[config.mk]
export PLATFORM = sky130hd
export DESIGN_NAME = vx_rsp_demux
export DESIGN_NICKNAME = d
export VERILOG_FILES = /design/src/rtl/vx_stream_pkg.sv /design/src/rtl/vx_rsp_buffer.sv /design/src/rtl/vx_rsp_demux.sv
export SDC_FILE = /design/constraint.sdc
export NUM_CORES = 1
export LEC_CHECK = 0
export BUFFER_PORTS_ARGS = -buffer_cell sky130_fd_sc_hd__buf_2
export CORE_ASPECT_RATIO = 1.4
export CORE_MARGIN = 5
export CORE_UTILIZATION = 55
export CTS_BUF_LIST = sky130_fd_sc_hd__clkbuf_8 sky130_fd_sc_hd__clkbuf_16
export DETAILED_ROUTE_END_ITERATION = 10
export PLACE_DENSITY = 0.84
export SYNTH_ARGS = -nofsm -noshare
export SYNTH_HDL_FRONTEND = slang
export SYNTH_HIERARCHICAL = 1
export SYNTH_SLANG_ARGS = --single-unit
[constraint.sdc]
create_clock -name clk -period 3.95 [get_ports clk]
set_input_delay 0 -clock clk [delete_from_list [all_inputs] [get_ports clk]]
set_output_delay 0 -clock clk [all_outputs]
set_load 0.02 [all_outputs]
[src/rtl/vx_stream_pkg.sv]
// Shared stream helpers used by the response demux.
// Holds the requester-index width helper and the perf counter width.
package vx_stream_pkg;

  localparam int PERF_CNT_W = 32;

  // Index field width: a single requester still gets a 1-bit field.
  function automatic int idx_width(input int n);
    return (n > 1) ? $clog2(n) : 1;
  endfunction

endpackage

[src/rtl/vx_rsp_buffer.sv]
// Two-entry elastic buffer for one demux output.
// not_full is registered, so the upstream ready never depends on ready_out.
// reset is asynchronous and active-low.
module vx_rsp_buffer #(
  parameter int DATAW = 32
) (
  input  logic             clk,
  input  logic             reset,
  input  logic             push,
  input  logic [DATAW-1:0] data_in,
  output logic             not_full,
  output logic             valid_out,
  output logic [DATAW-1:0] data_out,
  input  logic             ready_out
);

  logic [DATAW-1:0] mem [2];
  logic             rd_ptr;
  logic             wr_ptr;
  logic [1:0]       count;
  logic [1:0]       count_next;
  logic             wr_en;
  logic             rd_en;

  // A push offered while full is ignored even if a pop drains this cycle.
  assign wr_en     = push && not_full;
  assign valid_out = (count != 2'd0);
  assign rd_en     = valid_out && ready_out;
  assign data_out  = mem[rd_ptr];

  // Occupancy after this cycle's push/pop.
  always_comb begin
    count_next = count;
    case ({wr_en, rd_en})
      2'b10:   count_next = count + 2'd1;
      2'b01:   count_next = count - 2'd1;
      default: count_next = count;
    endcase
  end

  // Storage, pointers, occupancy and the registered not-full flag.
  always_ff @(posedge clk or negedge reset) begin
    if (!reset) begin
      count    <= 2'd0;
      rd_ptr   <= 1'b0;
      wr_ptr   <= 1'b0;
      not_full <= 1'b1;
      mem[0]   <= '0;
      mem[1]   <= '0;
    end else begin
      count    <= count_next;
      not_full <= (count_next != 2'd2);
      if (wr_en) begin
        mem[wr_ptr] <= data_in;
        wr_ptr      <= ~wr_ptr;
      end
      if (rd_en) begin
        rd_ptr <= ~rd_ptr;
      end
    end
  end

endmodule

[src/rtl/vx_rsp_demux.sv]
// Response demultiplexer: steers each tagged response to the requester
// whose index is embedded in the payload at data_in[SEL_LSB +: LOG].
// BUFFERED=0 is a combinational passthrough; BUFFERED=1 puts a 2-entry
// elastic buffer on every output. Out-of-range indices are consumed,
// dropped and latched into the sticky sel_err flag.
// reset is asynchronous and active-low.
// Optional feature macro: VX_RSP_DEMUX_PERF_EN adds the perf_stalls counter.
module vx_rsp_demux
  import vx_stream_pkg::*;
#(
  parameter int NUM_REQS = 4,
  parameter int DATAW    = 32,
  parameter int SEL_LSB  = 0,
  parameter int BUFFERED = 1
) (
  input  logic                      clk,
  input  logic                      reset,
  input  logic                      valid_in,
  input  logic [DATAW-1:0]          data_in,
  output logic                      ready_in,
  output logic [NUM_REQS-1:0]       valid_out,
  output logic [NUM_REQS*DATAW-1:0] data_out,
  input  logic [NUM_REQS-1:0]       ready_out,
  output logic                      sel_err
`ifdef VX_RSP_DEMUX_PERF_EN
  ,
  output logic [PERF_CNT_W-1:0]     perf_stalls
`endif
);

  localparam int LOG = idx_width(NUM_REQS);

  logic [LOG-1:0]      sel;
  logic [NUM_REQS-1:0] hit;
  logic                in_range;
  logic                ready_sel;

  assign sel = data_in[SEL_LSB +: LOG];

  // One-hot target decode; a single requester takes every beat.
  always_comb begin
    hit = '0;
    for (int i = 0; i < NUM_REQS; i++) begin
      hit[i] = (NUM_REQS == 1) || (32'(sel) == 32'(i));
    end
  end

  assign in_range = (NUM_REQS == 1) || (32'(sel) < NUM_REQS);
  assign ready_in = !in_range || ready_sel;

  if (BUFFERED == 0) begin : g_pass
    assign ready_sel = |(hit & ready_out);
    assign valid_out = {NUM_REQS{valid_in}} & hit;
    assign data_out  = {NUM_REQS{data_in}};
  end else begin : g_buf
    logic [NUM_REQS-1:0] not_full;
    logic [NUM_REQS-1:0] push;

    // Only the targeted buffer's registered not-full gates the input,
    // so a stalled output never blocks beats bound elsewhere.
    assign ready_sel = |(hit & not_full);
    assign push      = {NUM_REQS{valid_in}} & hit & not_full;

    for (genvar i = 0; i < NUM_REQS; i++) begin : g_out
      vx_rsp_buffer #(
        .DATAW (DATAW)
      ) u_buf (
        .clk       (clk),
        .reset     (reset),
        .push      (push[i]),
        .data_in   (data_in),
        .not_full  (not_full[i]),
        .valid_out (valid_out[i]),
        .data_out  (data_out[i*DATAW +: DATAW]),
        .ready_out (ready_out[i])
      );
    end
  end

  // Sticky flag for responses that name a non-existent requester.
  always_ff @(posedge clk or negedge reset) begin
    if (!reset) begin
      sel_err <= 1'b0;
    end else if (valid_in && !in_range) begin
      sel_err <= 1'b1;
    end
  end

`ifdef VX_RSP_DEMUX_PERF_EN
  // Saturating count of cycles where a response is offered but refused.
  always_ff @(posedge clk or negedge reset) begin
    if (!reset) begin
      perf_stalls <= '0;
    end else if (valid_in && !ready_in && (perf_stalls != {PERF_CNT_W{1'b1}})) begin
      perf_stalls <= perf_stalls + PERF_CNT_W'(1);
    end
  end
`endif

endmodule
## Word level (Yosys, flattened, before mapping)

Cells that the tools add are included.

- $add $sub $neg: 8
- $mul: 0
- Divide/modulo/power cells: 0
- Magnitude comparators: 12
- Equal/unequal tests: 15
- Shift-type cells: 0
- Multiplexer cells: 28
- Bitwise logic cells: 19
- Reduce and logical (&&, ||, !) cells: 18

Operators with widths:

| operator | count |
|---|---|
| 32-bit 2-to-1 mux | 16 |
| 64-bit bitwise mux | 4 |
| 32-bit demux with 1-bit select | 4 |
| 2-bit greater-or-equal comparator (second input constant) | 8 |
| 1-bit NOT with 2-bit output | 8 |
| 2-bit one-hot mux with 2 select lines | 4 |
| 4-bit bitwise AND | 3 |
| 2-bit == test (second input constant) | 6 |
| 1-bit logical AND | 12 |
| 2-bit by 1-bit == test with 1-bit output (second input constant) | 5 |
| 2-bit by 1-bit adder with 2-bit output (second input constant) | 4 |
| 2-bit by 1-bit less-than comparator with 1-bit output (second input constant) | 4 |
| 2-bit inequality test (second input constant) | 4 |
| 1-bit NOT | 8 |
| 2-bit nonzero test | 4 |
| 2-bit by 1-bit subtractor with 2-bit output (second input constant) | 4 |
| 4-bit OR reduction | 1 |
| 2-bit logical NOT | 1 |

- Register bits: 276
- Bits in latches: 0
- Bits in writable memories: 0
- Memory bits (read-only): 0
- Input port bits: 39
- Output and inout port bits: 134
- Logic and storage cells: 124
- Memories: 0

## Depth between registers and ports, before layout

- Depth in word-level cells: 7
- Mapped depth: 6
- Gate-level depth less buffers: 6

## Modules after synthesis

The synthesis kept the hierarchy.

Modules (own cells, without submodules):

| module | instances | cells each | area each (um^2) | seq. area each (um^2) |
|---|---|---|---|---|
| vx_rsp_buffer at g_buf.g_out[0].u_buf ... | 2 | 194 | 3,140.5 | 1,727.9 |
| vx_rsp_buffer at g_buf.g_out[1].u_buf ... | 2 | 194 | 3,136.8 | 1,727.9 |
| vx_rsp_demux | 1 | 7 | 78.8 | 0.0 |

## Worst setup path before layout

Ideal clock, no wire load.

- Path kind: flip-flop to flip-flop
- Start point: register g_buf.g_out[0].u_buf.not_full
- End point: register g_buf.g_out[0].u_buf/mem[32] (netlist name)
- Library setup time: 0.125 ns
- Arrival: 1.603 ns
- Data required time: 3.825 ns
- Path slack: 2.222 ns
- Stages on the path, launching flop included: 7
- Path buffers: 2
- Clock period less this slack: 1.728 ns
- Path through: dfstp_2 and4bb_2 nand2_2 or2_1 buf_6 buf_12 mux2_4

- Longest elaborated chain between the ends: 2

Ends and longest elaborated chain:

| item | RTL line | text |
|---|---|---|
| start, declared | vx_rsp_buffer.sv:11 | `output logic not_full,` |
| start signal, assigned | vx_rsp_buffer.sv:52 | `not_full <= (count_next != 2'd2);` |
| 4-bit bitwise AND | vx_rsp_demux.sv:62 | `assign push = {NUM_REQS{valid_in}} & hit & not_full;` |
| net g_buf.push[0] | vx_rsp_demux.sv:57 | `logic [NUM_REQS-1:0] push;` |
| 1-bit logical AND | vx_rsp_buffer.sv:26 | `assign wr_en = push && not_full;` |
| end signal, assigned by index | vx_rsp_buffer.sv:54 | `mem[wr_ptr] <= data_in;` |
| end, declared | vx_rsp_buffer.sv:17 | `logic [DATAW-1:0] mem [2];` |

The timed path passes the listed nets, and every way through them passes these cells.
A chain may end at the register's enable or synchronous reset.

## Worst setup path after layout

- Start point: register g_buf.g_out[3].u_buf.not_full
- End point: register g_buf.g_out[3].u_buf/mem[20] (netlist name)

- Longest elaborated chain between the ends: 2

Ends and longest elaborated chain:

| item | RTL line |
|---|---|
| start, declared | vx_rsp_buffer.sv:11 |
| start signal, assigned | vx_rsp_buffer.sv:52 |
| 4-bit bitwise AND | vx_rsp_demux.sv:62 |
| net g_buf.push[3] | vx_rsp_demux.sv:57 |
| 1-bit logical AND | vx_rsp_buffer.sv:26 |
| end signal, assigned by index | vx_rsp_buffer.sv:54 |
| end, declared | vx_rsp_buffer.sv:17 |

The timed path passes the listed nets, and every way through them passes these cells.

==> metrics <==
run status=complete, no violations; DR pass1 iterations=4; Leakage=7.26 nW; Synth Register Bits=roughly 280; measured slew at the worst slew-check pin=around 1.0 ns; DR iter-0 viols=roughly 300; Final Hold Violating Endpoints=0; Rows=65; Ys Warns=6; synthesized area=12600 um2; die height=between 150 and 200 um; nets@finish=1025; Ports=approximately 170; Syn Nets=between 800 and 900; layout cell share with drive strength beyond 1=63.7%; reg2reg path depth=3; Setup crit start kind=flip-flop; antenna cells=0; Max IR drop VDD=roughly 0.62 mV; Synth area leader=dfrtp_1; largest cells by area after synthesis=dfrtp_1 (54%), mux2_2 (24%), mux2_4 (14%); vias in the first global route=between 7k and 8k; fin cells=about 1.3k; Crit Path Class=flip-flop to flip-flop; Mapped Avg Cell Area=roughly 16 um2; crit-path max FO=32; CTS Sinks=about 280; Power Density=around 930 nW/um2; worst rel slew slack=between 30% and 40%; gr ovfl total=0; Hold/Removal Path Class=input port to flip-flop; Critical-path top delay cell=nand3_2; CTS tree=built; final setup TNS=0 ns; most frequent cells in the layout=mux2_2 (268), dfrtp_1 (268), buf_2 (170); Pwr Total=roughly 14 mW; CTS clk-pin slew, worst paths=around 0.07 ns; Wirelength per Cell=21.0 um; worst r2r src=g_buf.g_out[3].u_buf/not_full; overall routing resource usage=between 20% and 30%; FFs w/ async S/R, synth=100%; Crit path arrival time=~2.8 ns; Root Driver=clkbuf_16; Yosys top cell area share=approximately 54%; CP Cell Sequence=and4_2 > nand3_2 > mux2_2; DRC=0; Placer Congestion=0.730; Most used DFF post-synth=dfrtp_1; final WL=27400 um; register area share after synthesis=54.7%; Placed Cells=between 1k and 1.5k; setup repair bufs after CTS=0; Setup crit end kind=flip-flop; P&R area growth vs syn=17.2%; final setup fails=0; initial antenna violation count=0; fmax=425 MHz; Vias/cell=5.38; die span in x=between 100 and 150 um; Final min period=around 2.4 ns; CP top delay family=simple AND/OR/NAND/NOR gates; CP peak stage delay=slightly below 0.8 ns; Levels on crit path=3; max_cap viols=0; CORE AREA=22600 um2; Starting Density=55.9%; Synth Instances=783; Routed Antenna Nets=0; H-tree depth=1; worst skew pair latency=approximately 0.52 ns; number of CTS-inserted buffers=26; Critical path buffers and inverters=0; first-pass GRT wire length=between 40000 and 50000 um; Unique masters post-synth=29; hold path start=valid_in; Die ar.=between 20000 and 30000 um2; largest net degree at the start of global routing=about 120; IO buf count=171; CTS max path bufs=3; post-DP HPWL=16600 um; Setup Skew=approximately 0.0088 ns; Required @ worst endpoint=roughly 4.3 ns; crit path launch=g_buf.g_out[3].u_buf/not_full; vias post-DR=7003; Tcrit/Tclk final=just under 60%; Hold Path Depth=5; RSZ-0062 raised after global routing=no; number of synthesized flops with an enable pin=0; Slew Viols, Final=0
-- cell type report --
class,count,area (um2)
fill,1648,7800
sequential,276,6920
multi-input combinational,460,5310
timing repair buffer,216,1310
clock buffer,32,744
tap,301,377
clock inverter,14,149
inverter,2,7.51
-- worst paths after layout --
check,to,slack (ns)
worst min-delay path,g_buf.g_out[3].u_buf/wr_ptr,0.03
worst max register to register,g_buf.g_out[3].u_buf/mem[20],1.60
min in group asynchronous,g_buf.g_out[0].u_buf/mem[39],0.09
worst max-delay path,g_buf.g_out[3].u_buf/mem[20],1.60
worst min register to register,g_buf.g_out[3].u_buf/not_full,0.48
max in group asynchronous,g_buf.g_out[3].u_buf/mem[15],2.78
-- synth_stat cells (2+ instances only) --
cell type,count
a21oi_1,2
a32oi_1,2
and2_1,4
and4b_2,2
buf_12,12
buf_2,24
buf_6,4
clkbuf_1,4
dfrtp_1,272
dfstp_2,4
ha_1,4
inv_1,2
mux2_2,268
mux2_4,116
nand2_1,12
nand2_2,4
nand3_1,4
nand3b_1,2
nor2_1,8
o21ai_0,2
or2_1,4
or2_2,4
xnor2_1,8
xor2_1,10
-- per-stage QoR --
step	hold WS (ns)	setup slack, ns	util, %	instance area [um2]
after floorplan	-0.296	2.22	-	12600
after global placement	0.0604	1.61	59.9	13500
after detailed placement	0.0611	1.58	59.9	13500
after CTS	0.00551	1.56	65.5	14800
after global routing	0.0515	1.51	65.5	14800
final	0.0292	1.60	65.5	14800
-- cells by family (layout without fill, tap and decap cells) --
family	Yosys count	after routing	synth area share (%)
compound gates	6	6	0.297
mux	385	385	37.9
xor+xnor	18	18	1.25
buf+inv	47	264	3.45
fa+ha+maj	4	4	0.396
flops	276	276	54.7
simple gates	46	46	2.02
other cells	1	1	0.0297
-- state kept, by name (all words and copies together) (netlist names) --
signal,count
g_buf.g_out.u_buf/count,8
g_buf.g_out.u_buf/mem,256
g_buf.g_out.u_buf/not_full,4
g_buf.g_out.u_buf/rd_ptr,4
g_buf.g_out.u_buf/wr_ptr,4
-- per-layer routing --
layer,global-route usage (%),wire length [um]
met5,0,0
met1,27.6,11800
met2,35.9,13800
met3,3.26,1170
met4,5.67,687
-- worst reg2reg max path: stages (launching register included) --
cell and delay, ns:
dfstp_2 0.56, and4_2 0.26, nand3_2 0.79, mux2_2 0.62
-- power by group --
part | switching [mW] | internal [mW]
logic | 2.79 | 3.13
registers | 1.08 | 4.22
clock network | 1.06 | 1.53
total | 4.93 | 8.88
-- timing repair --
item	4_1_cts	5_1_grt
gates resized for setup	0	0
hold endpoints to repair	349	0
hold buffers	37	0
Power figures use the tool's default switching activity.
